## src/rtl/slot24_mux_if.sv

```systemverilog
// Bus bundle for the 24-slot serialiser: shadow-bank write port, commit
// request, and the serialised mixed/cnt/frame_start stream.
//
// Strobe semantics (no valid/ready back-pressure on this bus):
//   - clk_en advances the stream by exactly one slot on each cycle it is high.
//     mixed/cnt/frame_start change only on those edges and always together.
//   - wr_en writes wr_data into shadow[wr_addr] on any edge (clk_en is ignored).
//     Addresses 24..31 are dropped.
//   - commit is a one-edge request. It is reflected on commit_pend and is
//     consumed at the next frame boundary.
interface slot24_mux_if #(
    parameter int width = 10
);
    logic             clk_en;
    logic             wr_en;
    logic [4:0]       wr_addr;
    logic [width-1:0] wr_data;
    logic             commit;
    logic             commit_pend;
    logic [4:0]       cnt;
    logic [width-1:0] mixed;
    logic             frame_start;

    // Stimulus side: drives the controls and observes the stream.
    modport master (
        output clk_en, wr_en, wr_addr, wr_data, commit,
        input  commit_pend, cnt, mixed, frame_start
    );

    // Serialiser side.
    modport slave (
        input  clk_en, wr_en, wr_addr, wr_data, commit,
        output commit_pend, cnt, mixed, frame_start
    );
endinterface

```

## src/rtl/slot24_mux.sv

```systemverilog
// slot24_mux: a double-buffered serialiser for the 6-channel x 4-operator
// slot stream. Software fills a shadow bank. A commit copies the whole shadow
// bank into the active bank at a frame boundary, so that no frame mixes old
// and new data.
module slot24_mux #(
    parameter int width = 10,
    parameter int pos0  = 0
) (
    input  logic        clk,
    input  logic        rst,
    slot24_mux_if.slave bus
);
    localparam logic [5:0] c_pos0 = 6'(pos0);

    logic [4:0]       r_slot;
    logic             r_pend;
    logic [4:0]       r_cnt;
    logic [width-1:0] r_mixed;
    logic             r_frame_start;
    logic [width-1:0] r_shadow [0:23];
    logic [width-1:0] r_active [0:23];

    logic [2:0]       w_ch;
    logic [1:0]       w_grp;
    logic [1:0]       w_op;
    logic [4:0]       w_lidx;
    logic [5:0]       w_cnt_sum;
    logic [4:0]       w_cnt_next;
    logic             w_boundary;
    logic             w_copy;

    // Map the hardware slot to its logical index and to its offset count.
    // The hardware groups run S1,S3,S2,S4. The group to operator map swaps the two group bits.
    always_comb begin
        w_ch       = 3'(r_slot % 5'd6);
        w_grp      = 2'(r_slot / 5'd6);
        w_op       = {w_grp[0], w_grp[1]};
        w_lidx     = 5'({3'b000, w_op} * 5'd6 + {2'b00, w_ch});
        w_cnt_sum  = {1'b0, r_slot} + 6'd24 - c_pos0;
        w_cnt_next = (w_cnt_sum >= 6'd24) ? 5'(w_cnt_sum - 6'd24) : w_cnt_sum[4:0];
        w_boundary = bus.clk_en && (r_slot == 5'd23);
        w_copy     = w_boundary && r_pend;
    end

    // Slot counter: 0..23 with wrap, and it advances only on clk_en.
    always_ff @(posedge clk) begin
        if (rst) begin
            r_slot <= 5'd0;
        end else if (bus.clk_en) begin
            r_slot <= (r_slot == 5'd23) ? 5'd0 : r_slot + 5'd1;
        end
    end

    // Output register: mixed, cnt and frame_start load together so the pair stays coherent.
    always_ff @(posedge clk) begin
        if (rst) begin
            r_mixed       <= '0;
            r_cnt         <= 5'd0;
            r_frame_start <= 1'b0;
        end else if (bus.clk_en) begin
            r_mixed       <= r_active[w_lidx];
            r_cnt         <= w_cnt_next;
            r_frame_start <= (r_slot == 5'd0);
        end
    end

    // Shadow bank: free-running writes. Out-of-range addresses are dropped.
    always_ff @(posedge clk) begin
        if (rst) begin
            for (int i = 0; i < 24; i++) r_shadow[i] <= '0;
        end else if (bus.wr_en && (bus.wr_addr < 5'd24)) begin
            r_shadow[bus.wr_addr] <= bus.wr_data;
        end
    end

    // Active bank: a whole-bank copy on the boundary edge. A write on the same edge misses the copy.
    always_ff @(posedge clk) begin
        if (rst) begin
            for (int i = 0; i < 24; i++) r_active[i] <= '0;
        end else if (w_copy) begin
            for (int i = 0; i < 24; i++) r_active[i] <= r_shadow[i];
        end
    end

    // Commit flag: a new request wins over the clear, so a commit on the copy edge re-arms it.
    always_ff @(posedge clk) begin
        if (rst) begin
            r_pend <= 1'b0;
        end else if (bus.commit) begin
            r_pend <= 1'b1;
        end else if (w_copy) begin
            r_pend <= 1'b0;
        end
    end

    assign bus.mixed       = r_mixed;
    assign bus.cnt         = r_cnt;
    assign bus.frame_start = r_frame_start;
    assign bus.commit_pend = r_pend;
endmodule

```

## src/flat_wrapper.sv

```systemverilog
// flat-port wrapper written by rule: the top's interface ports become plain ports
module slot24_mux_flat 
#(
    parameter int width = 10,
    parameter int pos0  = 0
)
  (clk, rst, bus_clk_en, bus_wr_en, bus_wr_addr, bus_wr_data, bus_commit, bus_commit_pend, bus_cnt, bus_mixed, bus_frame_start);
  slot24_mux_if #(.width(width)) bus_i ();
  input  logic clk;
  input  logic rst;
  input wire logic [$bits(bus_i.clk_en)-1:0] bus_clk_en;
  input wire logic [$bits(bus_i.wr_en)-1:0] bus_wr_en;
  input wire logic [$bits(bus_i.wr_addr)-1:0] bus_wr_addr;
  input wire logic [$bits(bus_i.wr_data)-1:0] bus_wr_data;
  input wire logic [$bits(bus_i.commit)-1:0] bus_commit;
  output wire logic [$bits(bus_i.commit_pend)-1:0] bus_commit_pend;
  output wire logic [$bits(bus_i.cnt)-1:0] bus_cnt;
  output wire logic [$bits(bus_i.mixed)-1:0] bus_mixed;
  output wire logic [$bits(bus_i.frame_start)-1:0] bus_frame_start;
  assign bus_i.clk_en = bus_clk_en;
  assign bus_i.wr_en = bus_wr_en;
  assign bus_i.wr_addr = bus_wr_addr;
  assign bus_i.wr_data = bus_wr_data;
  assign bus_i.commit = bus_commit;
  assign bus_commit_pend = bus_i.commit_pend;
  assign bus_cnt = bus_i.cnt;
  assign bus_mixed = bus_i.mixed;
  assign bus_frame_start = bus_i.frame_start;
  slot24_mux #(.width(width), .pos0(pos0)) u_core (.clk(clk), .rst(rst), .bus(bus_i));
endmodule
```

## config.mk

```make
export PLATFORM = sky130hd
export DESIGN_NAME = slot24_mux_flat
export DESIGN_NICKNAME = d
export VERILOG_FILES = /design/src/rtl/slot24_mux_if.sv /design/src/rtl/slot24_mux.sv /design/src/flat_wrapper.sv
export SDC_FILE = /design/constraint.sdc
export NUM_CORES = 1
export LEC_CHECK = 0
export ABC_AREA = 1
export BUFFER_PORTS_ARGS = -buffer_cell sky130_fd_sc_hd__buf_2
export CAP_MARGIN = 10
export CORE_MARGIN = 4
export CORE_UTILIZATION = 25
export CTS_CLUSTER_DIAMETER = 200
export CTS_CLUSTER_SIZE = 20
export DETAILED_ROUTE_END_ITERATION = 7
export HOLD_SLACK_MARGIN = 0.12
export SLEW_MARGIN = 20
export SYNTH_ARGS = -nofsm -noshare
export SYNTH_HDL_FRONTEND = slang
export SYNTH_SLANG_ARGS = --single-unit
```

## constraint.sdc

```tcl
create_clock -name clk -period 13.4 [get_ports clk]
set_clock_uncertainty 0.15 [all_clocks]
set_input_delay 1.34 -clock clk [delete_from_list [all_inputs] [get_ports clk]]
set_output_delay 1.34 -clock clk [all_outputs]
set_load 0.02 [all_outputs]
```

# ---- After elaboration in Yosys (flattened, before gate mapping)
# Memories as Yosys holds them, arrays and structs flattened. A register that Yosys moved wholly into a read port is not among the register bits.
# Index checks and enable logic that the tools add are counted.
dict set report totals {
  inputBits 20
  elab_cells 85
  mem_count 2
  reg_bits 12
  output_inout_bits 17
  mem_bits_rw 480
}
dict set report classes {
  bitwise 24
  add_sub_neg 4
  n_eq_ne 1
  muxes 39
  n_mul 1
  magnitude_cmp 2
  reduce_logical 6
  div_mod_pow 2
}
# memory words word_bits read_ports rd_ports_with_merged_regs write_ports line
set mem_list {}
lappend mem_list {u_core.r_active 24 10 1 1 24 slot24_mux.sv:21} ;# logic [width-1:0] r_active [0:23];
lappend mem_list {u_core.r_shadow 24 10 24 0 24 slot24_mux.sv:20} ;# logic [width-1:0] r_shadow [0:23];
# op n
set ops {}
lappend ops {{2-to-1 mux 10 bit} 25}
lappend ops {{bitwise OR 1 bit} 24}
lappend ops {{2-to-1 mux 5 bit} 3}
lappend ops {{2-to-1 mux 1 bit} 11}
lappend ops {{OR reduction 10 bit} 1}
lappend ops {{adder 5 x 5 -> 6 bit, second input constant} 1}
lappend ops {{>= comparator 6 x 5 -> 1 bit, second input constant} 1}
lappend ops {{adder 5 x 1 -> 5 bit, second input constant} 1}
lappend ops {{adder 5 x 3 -> 5 bit} 1}
lappend ops {{divider 5 x 3 -> 5 bit, second input constant} 1}
lappend ops {{equality test 5 bit, second input constant} 1}
lappend ops {{logical NOT 5 bit} 1}
lappend ops {{less-than comparator 5 bit, second input constant} 1}
lappend ops {{remainder unit 5 x 3 -> 5 bit, second input constant} 1}
lappend ops {{subtractor 5 bit, second input constant} 1}
lappend ops {{multiplier 2 x 2 -> 4 bit, second input constant} 1}
lappend ops {{logical AND 1 bit} 3}
lappend ops {{nonzero test 2 bit} 1}

# ---- Longest topological paths before layout
dict set report logic_depth {
  ltp_word 7
  depth_mapped 34
  depth_no_buf 30
}

# ---- Worst setup path before layout
# OpenSTA, ideal clock, no wires.
dict set report synth_path {
  kind {input port to flip-flop}
  start {input port rst}
  end {memory u_core.r_active[0][0] (enable)}
  path_slack_ns 5.592
  cell_stages 4
  arrival_ns 5.807
  n_path_buf 2
  setup_time_ns 1.851
  cell_sequence {clkbuf_1 > inv_1 > clkbuf_1 > nand2_1}
}
# element line
set synth_rtl {}
lappend synth_rtl {{start, declared} flat_wrapper.sv:10} ;# input logic rst;
lappend synth_rtl {{end, declared} slot24_mux.sv:21}

# ---- Final worst setup path
dict set report layout_path {
  start {register u_core.r_slot[0]}
  end {register u_core.r_mixed[4], in the netlist u_core.bus.mixed[4], read port of u_core.r_active}
}
dict set report layout_between {
  elab_chain_len 3
}
# element line
set layout_rtl {}
lappend layout_rtl {{start, declared} slot24_mux.sv:15} ;# logic [4:0] r_slot;
lappend layout_rtl {{start signal, assigned} slot24_mux.sv:50} ;# r_slot <= (r_slot == 5'd23) ? 5'd0 : r_slot + 5'd1;
lappend layout_rtl {{divider 5 x 3 -> 5 bit} slot24_mux.sv:36} ;# w_grp = 2'(r_slot / 5'd6);
lappend layout_rtl {{multiplier 2 x 2 -> 4 bit} slot24_mux.sv:38} ;# w_lidx = 5'({3'b000, w_op} * 5'd6 + {2'b00, w_ch});
lappend layout_rtl {{adder 5 x 3 -> 5 bit *} slot24_mux.sv:38}
lappend layout_rtl {{end, declared} slot24_mux.sv:18} ;# logic [width-1:0] r_mixed;
# Every way passes the cells marked *; elsewhere a longest branch is shown, timed or not.
# A chain may end at the register's enable or synchronous reset.

==> summary.txt <==
=================================================================================
Synth unique cells                                                             30
Synthesized instance count                                                   1965
Slowest stage cell, crit path                                            clkinv_1
Total number of H-tree levels                                                   1
Static Leakage                                                            9.17 nW
Number of endpoints with negative hold slack in the final report                0
Number of inserted diodes                                                       0
Data required time at the worst endpoint                                 13.79 ns
Pin count of the biggest net entering global routing                          181
Clock tree from TritonCTS                                                    done
Overall routed net length                                                52600 µm
Number of synthesized flops with an enable pin                                480
Syn avg cell area                                                        10.8 µm²
Clock tree root buffer cell                                             clkbuf_16
Type of the worst min-delay path                                     flip-flop to flip-flop
Kind of critical path                                                flip-flop to flip-flop
Number of max-slew violations in the final report                               0
Detailed placer's ending HPWL                                            31200 µm
Core Box Area                                                          0.0837 mm²
Category of the worst setup path capture point                          flip-flop
Number of buffers inserted by port buffering                                   36
Final cell count without fillers                                             3080
TritonCTS Sinks                                                               502
Crit start category                                                     flip-flop
Initial antenna violation count                                                 1
Chip Height                                                                299 µm
Die extent in x                                                            299 µm
Sequential standard cell area                                          0.0149 mm²
Leading cell type in the layout, fill and taps excluded                    nor2_1
Delay contributed by the slowest stage of the critical path               0.98 ns
DRC errors left                                                                 0
NumNets Final                                                                1956
GRT Total Usage                                                             11.4%
Max_slew headroom                                                           25.2%
Post-route setup TNS                                                         0 ns
Layout filler cell count                                                     8658
Later-pin clock latency in the skew report                                0.61 ns
Placed cell count                                                            3026
Seq/Total Area, Yosys                                                       70.3%
GRT overflow                                                                    0
YS warnings                                                                     0
Cts bufs inserted                                                              29
Maximum fanout along the worst path                                            54
Ys async rst share                                                             0%
Maximum resistive drop on vdd                                           0.0919 mV
Post-CTS repair timing setup buffer count                                       0
Standard-cell row count                                                       106
Most used cells in the layout excluding fill and tap cells           nor2_1, edfxtp_1, inv_1
Vias after detailed routing                                                 13448
Setup repair after global routing missed its margin                         false
Ports                                                                          37
Pwr per Cell Area                                                      127 mW/mm²
Maximum clock frequency                                                 0.147 GHz
First-pass GRT wire length                                               78900 µm
Area delta synth->final                                                     9.79%
Maximum count of clock buffers along a single path                              3
Register bit total from synthesis                                             502
Post-synthesis net count                                                     1998
Fraction of final layout cells with drive strength greater than 1           5.34%
# hold bufs at CTS                                                              0
Area of the mapped netlist                                             0.0211 mm²
Power after layout                                                        2.95 mW
Via density per instance                                                     4.37
Most used cell along the critical path                                    nand2_1
DRC violation total after the first TritonRoute iteration                    1790
Via count of the first global-routing pass                                  12634
Initial core utilization                                                    25.3%
Clock transition at the registers of the reported paths                   0.09 ns
Worst-Margin Slew                                                         1.12 ns
Number of optimization iterations in the first detailed-route pass              6
Die outline area                                                       0.0893 mm²
Share of the clock period used by the worst path                            50.7%
Max-cap violation count                                                         0
Avg WL per Cell                                                           17.1 µm
Setup violators final                                                           0
Worst path arrival time                                                   7.19 ns
Commonest register cell after synthesis                                  edfxtp_1
Antenna-violating nets left                                                     0
Outcome                                                              finished clean
Total area of multi-input combinational cells                         0.00467 mm²
Resized cells post-CTS                                                          0
Last weighted congestion value of the routability-driven placer             0.814
Min Tclk post-route                                                       6.80 ns
=================================================================================
final timing paths:
| kind | end | depth (start not counted) | startpoint | slack (ns) |
|---|---|---|---|---|
| worst min register to register | u_core.bus.cnt[0] | 2 | u_core.bus.cnt[0] | 0.31 |
| worst max register to register | u_core.bus.mixed[4] | 28 | u_core.r_slot[0] | 6.60 |
| worst min-delay path | u_core.bus.cnt[0] | 2 | u_core.bus.cnt[0] | 0.31 |
| worst max-delay path | u_core.bus.mixed[4] | 28 | u_core.r_slot[0] | 6.60 |
routing by layer:
metal / vias up / wire length [µm] / track usage, %
met2: 503 / 24400 / 18.2
li1: 6318 / - / -
met3: 59 / 4410 / 2.14
met5: - / 13 / 0
met4: 2 / 1160 / 2.81
met1: 6566 / 22600 / 16.0
critical path: cells and delay by family, from the launching register on:
kind	cells	cell delay [ns]
flops	1	0.35
simple gates	12	1.39
compound gates	3	0.88
fa+ha+maj	5	1.77
buf+inv	8	2.18
report_power, final:
| part | switching, mW | internal [mW] | leakage (nW) |
|---|---|---|---|
| clock network | 0.510 | 0.417 | 0.404 |
| registers | 0.0264 | 1.79 | 4.94 |
| logic | 0.163 | 0.0459 | 3.82 |
| total | 0.699 | 2.25 | 9.17 |
cell type report:
type / instances / share of cell area [%]
clock buffers: 52 / 3.50
clock inverters: 2 / 0.173
inverters: 284 / 4.60
multi-input cells: 1051 / 20.1
flip-flops and latches: 502 / 64.0
well taps: 1134 / 6.11
repair buffers: 55 / 1.45
cells in the mapped netlist (4+ instances only):
cell / n / share of area (%)
a21oi_1: 14 / 0.33
a31oi_1: 7 / 0.21
buf_2: 37 / 0.88
buf_4: 10 / 0.36
clkbuf_1: 77 / 1.4
dfxtp_1: 22 / 2.1
edfxtp_1: 480 / 68
ha_1: 12 / 0.71
inv_1: 278 / 4.9
inv_2: 4 / 0.071
nand2_1: 99 / 1.8
nand3_1: 35 / 0.83
nor2_1: 644 / 11
nor3_1: 15 / 0.36
o211ai_1: 21 / 0.75
o21ai_0: 158 / 3.7
o21ai_1: 4 / 0.095
o221ai_1: 21 / 0.87
o22ai_1: 11 / 0.33
kinds of logic (layout without fill, tap and decap cells):
| logic type | count (synthesis) | after routing | synth area share, % |
|---|---|---|---|
| AOI/OAI and AO/OA | 238 | 238 | 6.39 |
| buffers and inverters | 412 | 393 | 7.78 |
| and+or+nand+nor | 796 | 796 | 14.6 |
| adders and majority gates | 13 | 13 | 0.805 |
| DFF | 502 | 502 | 70.3 |
| xor gates and xnor gates | 4 | 4 | 0.166 |
per-stage QoR:
stage	worst slack [ns]	instance area (µm²)	hold WS (ns)	utilization, %
2_1_floorplan	5.59	21100	0.355	-
3_3_place_gp	7.12	22300	0.305	26.7
3_5_place_dp	7.11	22300	0.305	26.7
4_1_cts	7.08	23200	0.317	27.7
5_1_grt	6.19	23200	0.349	27.7
6_report	6.60	23200	0.315	27.7
state kept, by name, indices dropped and copies added, names as in the netlist:
name	flops
u_core.bus.cnt	5
u_core.bus.commit_pend	1
u_core.bus.frame_start	1
u_core.bus.mixed	10
u_core.r_active	240
u_core.r_shadow	240
u_core.r_slot	5
Power figures use the tool's default switching activity.
